## src/rtl/shift_sequencer.sv

```systemverilog
`default_nettype none
// ============================================================================
//  Module   : shift_sequencer
//  Purpose  : Multi-cycle SLL / SRL / SRA unit. The operand is shifted by one
//             power-of-two stage per cycle (1, 2, 4, ... 2**(NB_BITS_SHIFT-1)),
//             so a single stage of shift logic replaces a full barrel shifter.
//             Latency is fixed at NB_BITS_SHIFT stage cycles plus one DONE
//             cycle, whatever the amount or op.
//  Ports    : clk_i          - clock, rising-edge
//             rst_i          - synchronous active-high reset
//             start_i        - request valid, accepted only while ready_o=1
//             op_i           - 00 SLL, 01 SRL, 10 SRA, 11 pass-through
//             data_i         - operand, sampled at accept
//             shift_value_i  - shift amount, sampled at accept
//             ready_o        - a request can be accepted this cycle
//             busy_o         - operation in progress
//             done_o         - one-cycle pulse, data_o is valid
//             data_o         - result, held until the next DONE
//  Revision : 1.0 - initial release
// ============================================================================
module shift_sequencer #(
    parameter int NB_BITS_DATA  = 32,
    parameter int NB_BITS_SHIFT = 5
) (
    input  logic                     clk_i,
    input  logic                     rst_i,
    input  logic                     start_i,
    input  logic [1:0]               op_i,
    input  logic [NB_BITS_DATA-1:0]  data_i,
    input  logic [NB_BITS_SHIFT-1:0] shift_value_i,
    output logic                     ready_o,
    output logic                     busy_o,
    output logic                     done_o,
    output logic [NB_BITS_DATA-1:0]  data_o
);

    // Stage counter is one bit wider than needed to index the amount so the
    // terminal value never aliases back to zero.
    localparam int CNT_W = $clog2(NB_BITS_SHIFT) + 1;

    localparam logic [CNT_W-1:0] c_cnt_last = CNT_W'(NB_BITS_SHIFT - 1);
    localparam logic [1:0]       c_op_sll   = 2'b00;
    localparam logic [1:0]       c_op_srl   = 2'b01;
    localparam logic [1:0]       c_op_sra   = 2'b10;

    typedef enum logic [1:0] {
        ST_IDLE  = 2'd0,
        ST_SHIFT = 2'd1,
        ST_DONE  = 2'd2
    } state_t;

    state_t                                     r_state;
    state_t                                     w_state_next;
    logic [CNT_W-1:0]                           r_cnt;
    logic [NB_BITS_DATA-1:0]                    r_work;
    logic [NB_BITS_SHIFT-1:0]                   r_amt;
    logic [1:0]                                 r_op;
    logic [NB_BITS_DATA-1:0]                    r_data_out;

    logic                                       w_ready;
    logic                                       w_accept;
    logic                                       w_last_stage;
    logic [NB_BITS_DATA-1:0]                    w_work_next;
    logic [NB_BITS_SHIFT-1:0][NB_BITS_DATA-1:0] w_stage_res;

    // ------------------------------------------------------------------------
    // Handshake decode
    // ------------------------------------------------------------------------
    assign w_ready      = (r_state != ST_SHIFT);
    assign w_accept     = start_i && w_ready;
    assign w_last_stage = (r_state == ST_SHIFT) && (r_cnt == c_cnt_last);

    // ------------------------------------------------------------------------
    // Fixed-distance stage results. Each entry is the working register
    // shifted by the constant 2**j; only the entry matching the current
    // counter value is ever committed. SRA takes the sign from the current
    // working MSB so it propagates correctly through successive stages.
    // The reserved op leaves the operand untouched.
    // ------------------------------------------------------------------------
    for (genvar j = 0; j < NB_BITS_SHIFT; j++) begin : g_stage
        localparam int c_step = 2 ** j;

        assign w_stage_res[j] =
            (r_op == c_op_sll) ? (r_work << c_step) :
            (r_op == c_op_srl) ? (r_work >> c_step) :
            (r_op == c_op_sra) ? NB_BITS_DATA'($signed(r_work) >>> c_step) :
                                 r_work;
    end

    // Stage k applies its shift only when amount bit k is set.
    always_comb begin
        w_work_next = r_work;
        for (int j = 0; j < NB_BITS_SHIFT; j++) begin
            if ((r_cnt == CNT_W'(j)) && r_amt[j]) begin
                w_work_next = w_stage_res[j];
            end
        end
    end

    // ------------------------------------------------------------------------
    // FSM next-state logic
    // ------------------------------------------------------------------------
    always_comb begin
        w_state_next = r_state;
        case (r_state)
            ST_IDLE: begin
                if (start_i) begin
                    w_state_next = ST_SHIFT;
                end
            end
            ST_SHIFT: begin
                if (r_cnt == c_cnt_last) begin
                    w_state_next = ST_DONE;
                end
            end
            ST_DONE: begin
                // DONE lasts one cycle; a request here is issued back-to-back.
                w_state_next = start_i ? ST_SHIFT : ST_IDLE;
            end
            default: begin
                w_state_next = ST_IDLE;
            end
        endcase
    end

    // ------------------------------------------------------------------------
    // State register
    // ------------------------------------------------------------------------
    always_ff @(posedge clk_i) begin
        if (rst_i) begin
            r_state <= ST_IDLE;
        end else begin
            r_state <= w_state_next;
        end
    end

    // ------------------------------------------------------------------------
    // Datapath registers
    // ------------------------------------------------------------------------
    always_ff @(posedge clk_i) begin
        if (rst_i) begin
            r_cnt      <= '0;
            r_work     <= '0;
            r_amt      <= '0;
            r_op       <= '0;
            r_data_out <= '0;
        end else if (w_accept) begin
            r_cnt  <= '0;
            r_work <= data_i;
            r_amt  <= shift_value_i;
            r_op   <= op_i;
        end else if (r_state == ST_SHIFT) begin
            r_cnt  <= r_cnt + CNT_W'(1);
            r_work <= w_work_next;
            // Result register only changes on entry to DONE, so data_o keeps
            // the previous result during IDLE and the following SHIFT.
            if (w_last_stage) begin
                r_data_out <= w_work_next;
            end
        end
    end

    // ------------------------------------------------------------------------
    // Outputs
    // ------------------------------------------------------------------------
    assign ready_o = w_ready;
    assign busy_o  = (r_state == ST_SHIFT);
    assign done_o  = (r_state == ST_DONE);
    assign data_o  = r_data_out;

endmodule
`default_nettype wire

```

## config.mk

```make
export PLATFORM = sky130hd
export DESIGN_NAME = shift_sequencer
export DESIGN_NICKNAME = d
export VERILOG_FILES = /design/src/rtl/shift_sequencer.sv
export SDC_FILE = /design/constraint.sdc
export NUM_CORES = 1
export LEC_CHECK = 0
export ABC_AREA = 1
export CORE_UTILIZATION = 35
export CTS_BUF_LIST = sky130_fd_sc_hd__clkbuf_16
export DETAILED_ROUTE_END_ITERATION = 8
export SETUP_SLACK_MARGIN = 0.1
export SLEW_MARGIN = 40
export SYNTH_ARGS = -nofsm -noshare
export SYNTH_HDL_FRONTEND = slang
export SYNTH_SLANG_ARGS = --single-unit
```

## constraint.sdc

```tcl
create_clock -name clk_i -period 3 [get_ports clk_i]
set_input_delay 0.3 -clock clk_i [delete_from_list [all_inputs] [get_ports clk_i]]
set_output_delay 0.3 -clock clk_i [all_outputs]
set_load 0.01 [all_outputs]
```

# Yosys cells after proc, flatten, opt, wreduce, memory -nomap -nowiden
# Cells that the tools add are included.
# totals
ff_bits	77
in_bits	42
out_inout_bits	35
wordCells	59
# op_classes
n_addsub	1
eq_ne	11
mux	26
bitwise_logic	1
n_reduce_logical	14
# op_table
operator	n
two-way mux 32 bit	17
two-way mux 31 bit	5
== test 4 x 2 -> 1 bit (second input constant)	2
logical AND 1 bit	7
one-hot mux 2 bit (3 select lines)	1
adder 4 x 1 -> 4 bit (second input constant)	1
== test 2 x 1 -> 1 bit (second input constant)	2
== test 2 bit (second input constant)	2
== test 4 x 1 -> 1 bit (second input constant)	1
== test 4 x 3 -> 1 bit (second input constant)	1
zero test 2 bit	2
zero test 4 bit	1
two-way mux 2 bit	2
inequality test 2 x 1 -> 1 bit (second input constant)	2
AND reduction 3 bit	1
inequality test 2 bit (second input constant)	1
AND reduction 2 bit	1
nonzero test 2 bit	1
OR reduction 2 bit	1
two-way mux 1 bit	1
NOT 1 bit	1

# Depth between registers and ports, before layout
# depth
depth_word	11
ltp_mapped	16
mapped_depth_nobuf	15

# Worst setup path after synthesis
# No wires, ideal clock.
# synth_path
path_kind	reg-to-reg
startpoint	register r_cnt[0]
endpoint	register r_data_out[18], in the netlist data_o[18]
setup_time_ns	0.113
t_arrival_ns	1.663
required_ns	2.887
setup_slack_ns	1.224
path_stages_with_launch	16
path_buffers	1
period_less_slack_ns	1.776
path_cell_list	dfxtp_1 inv_1 ha_1 nand2_1 inv_1 nand2_1 buf_2 nand2_1 nand2_1 nand2_1 nand2_1 nand2_1 nand3_1 nand2_1 o21ai_1 inv_1
# synth_via
elab_chain_cells	7
elab_cells_between_ends	17
cone_classes	eq/ne: 4; mux: 5; reduce/logical: 8
# synth_rtl
item	line_no	text
start, declared	54	logic [CNT_W-1:0] r_cnt;
start signal, assigned	153	r_cnt <= r_cnt + CNT_W'(1);
zero test 4 bit	94	if ((r_cnt == CNT_W'(j)) && r_amt[j]) begin
logical AND 1 bit	94	
two-way mux 32 bit (5 in series)	94	
end signal, assigned	158	r_data_out <= w_work_next;
end, declared	58	logic [NB_BITS_DATA-1:0] r_data_out;
# Several ways; a longest one is shown, not always the timed one.
# A chain may end at the register's enable or synchronous reset.

# Worst setup path in the final report
# layout_path
startpoint	register r_cnt[1]
endpoint	register r_work[8]
# layout_via
elab_chain_cells	9
elab_cells_between_ends	17
cone_classes	eq/ne: 4; mux: 7; reduce/logical: 6
# layout_rtl
item	line_no	text
zero test 4 bit	94	
logical AND 1 bit	94	
two-way mux 32 bit (4 in series)	94	
two-way mux 32 bit (*)	94	
two-way mux 32 bit (*)	152	end else if (r_state == ST_SHIFT) begin
two-way mux 32 bit (*)	147	end else if (w_accept) begin
end signal, assigned	149	r_work <= data_i;
end signal, assigned	154	r_work <= w_work_next;
end, declared	55	logic [NB_BITS_DATA-1:0] r_work;
# Every way passes the cells marked *; elsewhere a longest branch is shown, timed or not. The select of a mux whose other input is x is not followed.

==> results.md <==
* Status: finished clean
* Initial antenna violation count at 1
* Worst Path Max Fanout at 20
* Fin util at 0.434
* Syn-to-layout area delta at 21.2%
* Worst hold path class: primary input to flip-flop
* Root buf cell: clkbuf_16
* Worst setup path start: r_cnt[1]$_SDFFE_PP0P_
* Max clock buf depth at 2
* Largest net degree at the start of global routing at 42
* Final Hold Vio Count at 0
* Final WL at ~27000 µm
* Clock Skew at around 8 ps
* Total global-route track usage at 0.299
* R2r worst-path depth at 15
* Post-synthesis sequential area ratio at 0.249
* Worst Hold Path EP: r_work[26]$_SDFFE_PP0P_
* Ys Warns at 0
* Core Area at 0.0173 mm²
* Die area at 0.0182 mm²
* Via-to-Cell Ratio at 5.51
* Minimum clock period at 2220 ps
* CTS resizes at 0
* Post-Syn Area at 0.00619 mm²
* Congestion Overflow GR at 0
* Die Width at approximately 140 µm
* Final Cell Area at 0.00751 mm²
* Setup_tns at 0 ps
* Postcts setup bufs at 0
* Post-synthesis register bit count at 77
* Max_cap viols at 0
* Headroom to the max-slew limit at 0.543
* Starting Density at 0.358
* ANT nets after route at 0
* Most frequent cell after synthesis: nand2_1
* Area contributors post-synth: nand2_1, dfxtp_1, nand3_1
* Vias in the first global route at about 7000
* Worst-Skew Late Latency at 350 ps
* Router iterations before antenna repair at 5
* Clock Sinks at 77
* Synth area leader: nand2_1
* H-tree level count at 3
* Nature of the critical path endpoint: flip-flop
* Post-DP HPWL at between 15000 and 20000 µm
* Vias at 7820
* Number of synthesized flops with an enable pin at 0
* Worst r2r src: r_cnt[1]$_SDFFE_PP0P_
* Syn_area_per_cell at 5.47 µm²
* PwrDens at 409 mW/mm²
* Remaining DRCs at 0
* Final setup fails at 0
* Mapped Nets at 1178
* Crit start category: flip-flop
* First DRT Iteration DRCs at 1215
* Met3 Resource Use GR at 0.0604
* Hold Startpoint: rst_i
* Post-synth top area share at 0.266
* Most frequent cells after synthesis: nand2_1, nand3_1, inv_1, a21oi_1, dfxtp_1
* Reg2Reg Setup Slack at 780 ps
* Fmax at 0.450 GHz
* Die H at 135 µm
* IO buf count at 76
* Worst Setup Path Type: flip-flop to flip-flop
* Share of post-route cells with drive strength above 1 at 0.0678
* M1 GR Usage at 0.420
* GP Congestion at 0.977
* GR peak layer: met2
* Final Max Tran Viols at 0
* Post-CTS Hold Buffers at 0
* Leakage power at 0.00369 µW
* Ant. Diodes at 0
* Nets@finish at 1235
* Peak VDD IR at ~0.26 mV
* Worst path required time at 3240 ps
* Worst hold stages at 2
* Clock-pin slew on the worst setup and hold paths at 60 ps
* IO Count at 77
* DP Area at slightly above 0.007 mm²
* CTS Buf Count at 9
* Tot Pwr at roughly 3100 µW
* CTS tree: done
* Final hold slack at 428 ps
* Syn Inst Count at 1132
* Avg WL per Cell at 18.9 µm
* Post-synth ARST share at 0
* Worst-Margin Slew at 685 ps
* Num rows at 48
* Unrepaired setup endpoints after global routing: false
* Post-synth cell types at 31
* Fin crit share at 0.740
* Ys flop type: dfxtp_1
* Critical R2R Capture: r_work[8]$_SDFFE_PP0P_
* First-pass GRT wire length at just over 40000 µm
* Met2 Use GR at 0.434
* Arr. time, crit path at 2460 ps
[through the flow]
stage | std cells | setup WS, ps
floorplan | 1132 | 1220
global placement | 1403 | 895
detailed placement | 1403 | 828
CTS | 1419 | 777
global route | 1419 | 504
finish | 1419 | 780
[kinds of logic after synthesis]
kind of cell    share of synthesized area
simple gates                        0.478
compound gates                      0.153
buf+inv                             0.112
flops                               0.249
fa+ha+maj                         0.00808
[state kept, by name, indices dropped and copies added, names as in the netlist]
name     count
r_amt        5
r_op         2
r_cnt        4
r_state      2
r_work      32
data_o      32
[where the power goes]
| part | leakage [µW] | switching [µW] | internal (µW) |
|---|---|---|---|
| Sequential | 0.000628 | 62.6 | 1070 |
| Clock | 0.000144 | 493 | 649 |
| Combinational | 0.00292 | 539 | 262 |
| Total | 0.00369 | 1090 | 1980 |
[cells in the final DEF (no fill, tap or decap), drive strengths merged, types with 2 or more instances in the layout]
cell type | Yosys | routed
a21oi | 79 | 79
a31oi | 9 | 9
a41oi | 3 | 3
buf | 30 | 31
clkbuf | 30 | 9
clkdlybuf4s50 | 0 | 75
clkinv | 3 | 4
clkinvlp | 0 | 2
dfxtp | 77 | 77
ha | 4 | 4
inv | 105 | 108
nand2 | 457 | 457
nand3 | 122 | 122
nand3b | 2 | 2
nand4 | 27 | 27
nor2 | 81 | 81
nor3 | 10 | 10
o211ai | 2 | 2
o21ai | 87 | 87
[worst max-delay path, stage by stage, from the launching register on]
cell	delay [ps]
dfxtp_1	350
inv_1	90
ha_1	180
nand2_1	70
nor2_2	110
buf_4	290
buf_4	290
nor2_1	70
a21oi_1	140
nand3_1	90
nand2_1	60
nand2_1	50
nand2_1	80
nand2_1	50
a21oi_1	110
nor2_1	50
[metal layers]
layer  share of wire  wire length (µm)
met4           0.038              1010
met3            0.10              2780
met1            0.45             11900
met5         0.00041                11
met2            0.41             11000
[worst max path at each step]
stage                                    to  cells after the start  slack, ps
finish               r_work[8]$_SDFFE_PP0P_                     15        780
global route         data_o[5]$_SDFFE_PP0P_                     15        500
CTS                                  busy_o                      4        780
detailed placement  r_work[26]$_SDFFE_PP0P_                     14        830
global placement    r_work[22]$_SDFFE_PP0P_                     11        890
floorplan           data_o[18]$_SDFFE_PP0P_                     15       1220
[final cells by class]
class / count / area, µm²
Inverter: 108 / 407
Timing Repair Buffer: 106 / 1010
Sequential cell: 77 / 1540
Tap cell: 225 / 282
Clock buffer: 9 / 225
Fill cell: 1878 / 9790
Multi-Input combinational cell: 887 / 3970
Clock inverter: 7 / 75.1
Power figures use the tool's default switching activity.
==> patch (config.mk and constraints unchanged) <==
Change the parameter `NB_BITS_DATA` from 32 to 24.
--- a/src/rtl/shift_sequencer.sv
+++ b/src/rtl/shift_sequencer.sv
@@ -21,3 +21,3 @@
 module shift_sequencer #(
-    parameter int NB_BITS_DATA  = 32,
+    parameter int NB_BITS_DATA  = 24,
     parameter int NB_BITS_SHIFT = 5
Interface: changed (resized data_i and data_o); port bits go from 77 to 61. No check against the original RTL was run, so the function may have changed too.
==> patch against the unedited design <==
Hold slack gained 0.044 ns. Design area shrank 24%. Non-clock buffer count fell by 27. Maximum frequency down 9.0%. Sequential share of layout area grew 1.0 points. Setup slack got worse by 0.22 ns. Routed wire length down 33%. Clock skew is essentially flat. Count of clock-buffer cells in the layout unchanged. Area after synthesis fell by 26%. Sequential cell count down 16. Combinational power fell by 32%. Power fell by 17%.
==> patch: results (changes against the unedited design) <==
stage	metric	value	unit	change
clock_network	later-pin clock latency in the skew report	0.33	ns	-0.02 ns
clock_network	Reg clk slew, reported paths	0.05	ns	
global_route	largest net degree at the start of global routing	36		-14%
placement	Post-DP Area	0.00536	sq mm	-26%
yosys	post-synthesis cell count	826		-27%
yosys	largest cells by area after synthesis	dfxtp_1 (27%), nand2_1 (25%), o21ai_0 (8.7%)		
min_path	Hold Crit Class	reg -> reg		
placement	HPWL Detailed	12900	um	-31%
cells_and_area	Final Net Count	912		-26%
placement	GP Congestion	1.01		+3.5%
clock_network	CTS Buf Count	9		unchanged
pwr	Lkg Pwr	2.67	nW	-28%
clock_network	clock buffer depth	2		unchanged
placement	placed cells	1035		-26%
clock_network	CTS resizes	0		unchanged
cells_and_area	Inserted Diodes	0		unchanged
worst_setup_path	crit path DAT	2.70	ns	+0.24 ns
worst_setup_path	Max FO, Critical Path	6		-70%
global_route	Tot GR Track Use	27.2	%	-2.7 points
clock_network	Post-CTS Setup Inserts	0		unchanged
yosys	synth cell count leaders	nand2_1 (312), o21ai_0 (80), nand3_1 (76)		
yosys	YS warnings	0		unchanged
timing	worst setup margin	0.559	ns	-0.221 ns
yosys	Yosys cell types	26		-16%
cells_and_area	final std cells w/o fill	1050		-26%
clock_network	Root Buffer	clkbuf_16		
global_route	first-pass GRT wire length	28200	um	-32%
drt	via count	5743		-27%
pwr	maximum vdd ir drop	0.000258	V	-0.76%
yosys	Post-Syn Nets	864		-27%
timing	hold_ws	0.471	ns	+0.0438 ns
outcome	status	finished, final reports clean		
yosys	post-synthesis sequential area ratio	26.6	%	+1.7 points
min_path	hold_sp	data_o[11]		
timing	Max-slew headroom	48.7	%	-5.6 points
yosys	asr flop ratio synth	0	%	unchanged
job	max-cap viol count	0		unchanged
global_route	vias in the first global route	5191		-28%
placement	pre-CTS WS	0.617	ns	-0.211 ns
global_route	antenna violations before repair	0		-1
yosys	Synth Flop Type	dfxtp_1		
drt	drt first pass iters	6		+1
timing	Clock Skews	0.00841	ns	+0.000381 ns
placement	PortBufs	60		-21%
drt	final wirelength	17900	um	-33%
worst_setup_path	Critical path origin	r_cnt[0]		
clock_network	htree depth	3		unchanged
cells_and_area	share of cells above drive strength 1	5.24	%	-1.5 points
drt	Iter 0 DRT Violations	578		-52%
## patch: worst paths after layout
check,endpoint,depth (start not counted)
max,r_work[4],14
max reg2reg,r_work[4],14
min,data_o[11],2
min reg2reg,data_o[11],2
## patch: kinds of logic (layout without fill, tap and decap cells)
group,Yosys count,in the layout,share of synthesized area [%]
adder cells (fa/ha/maj),4,4,1.09
buffers and inverters,119,171,10.5
flip-flops,61,61,26.6
AND/OR/NAND/NOR,471,471,42.3
AO/OA/AOI/OAI,171,171,19.5
## patch: area by class of cell
class / instances / area (sq um)
clock inverters: 6 / 80.1
well taps: 172 / 215
flip-flops and latches: 61 / 1220
fillers: 1417 / 7050
clock buffers: 9 / 225
inverters: 77 / 289
repair buffers: 79 / 743
multi-input cells: 646 / 2900
## patch: critical path: stages, from the launching register on
cell and delay (ns):
dfxtp_1 0.40, inv_1 0.10, ha_1 0.24, nand2_1 0.10, a21oi_1 0.07, buf_4 0.16, o21ai_1 0.54, a21oi_1 0.14
nand2_1 0.13, nand2_1 0.08, nand2_1 0.06, nand2_1 0.04, nand2_1 0.11, nand2_1 0.06, a21oi_1 0.12
## patch: power breakdown
part / total, W / internal (W) / switching, W
sequential: 0.000898 / 0.000846 / 0.0000515
combinational: 0.000546 / 0.000182 / 0.000364
clock: 0.00110 / 0.000715 / 0.000384
total: 0.00254 / 0.00174 / 0.000799
## patch: layer usage
metal	track usage (%)	vias up	wire length, um
met3	4.93	49	1740
met1	38.5	2561	8100
met5	0	-	0
met2	39.9	338	7470
met4	12.3	0	589
li1	-	2795	-
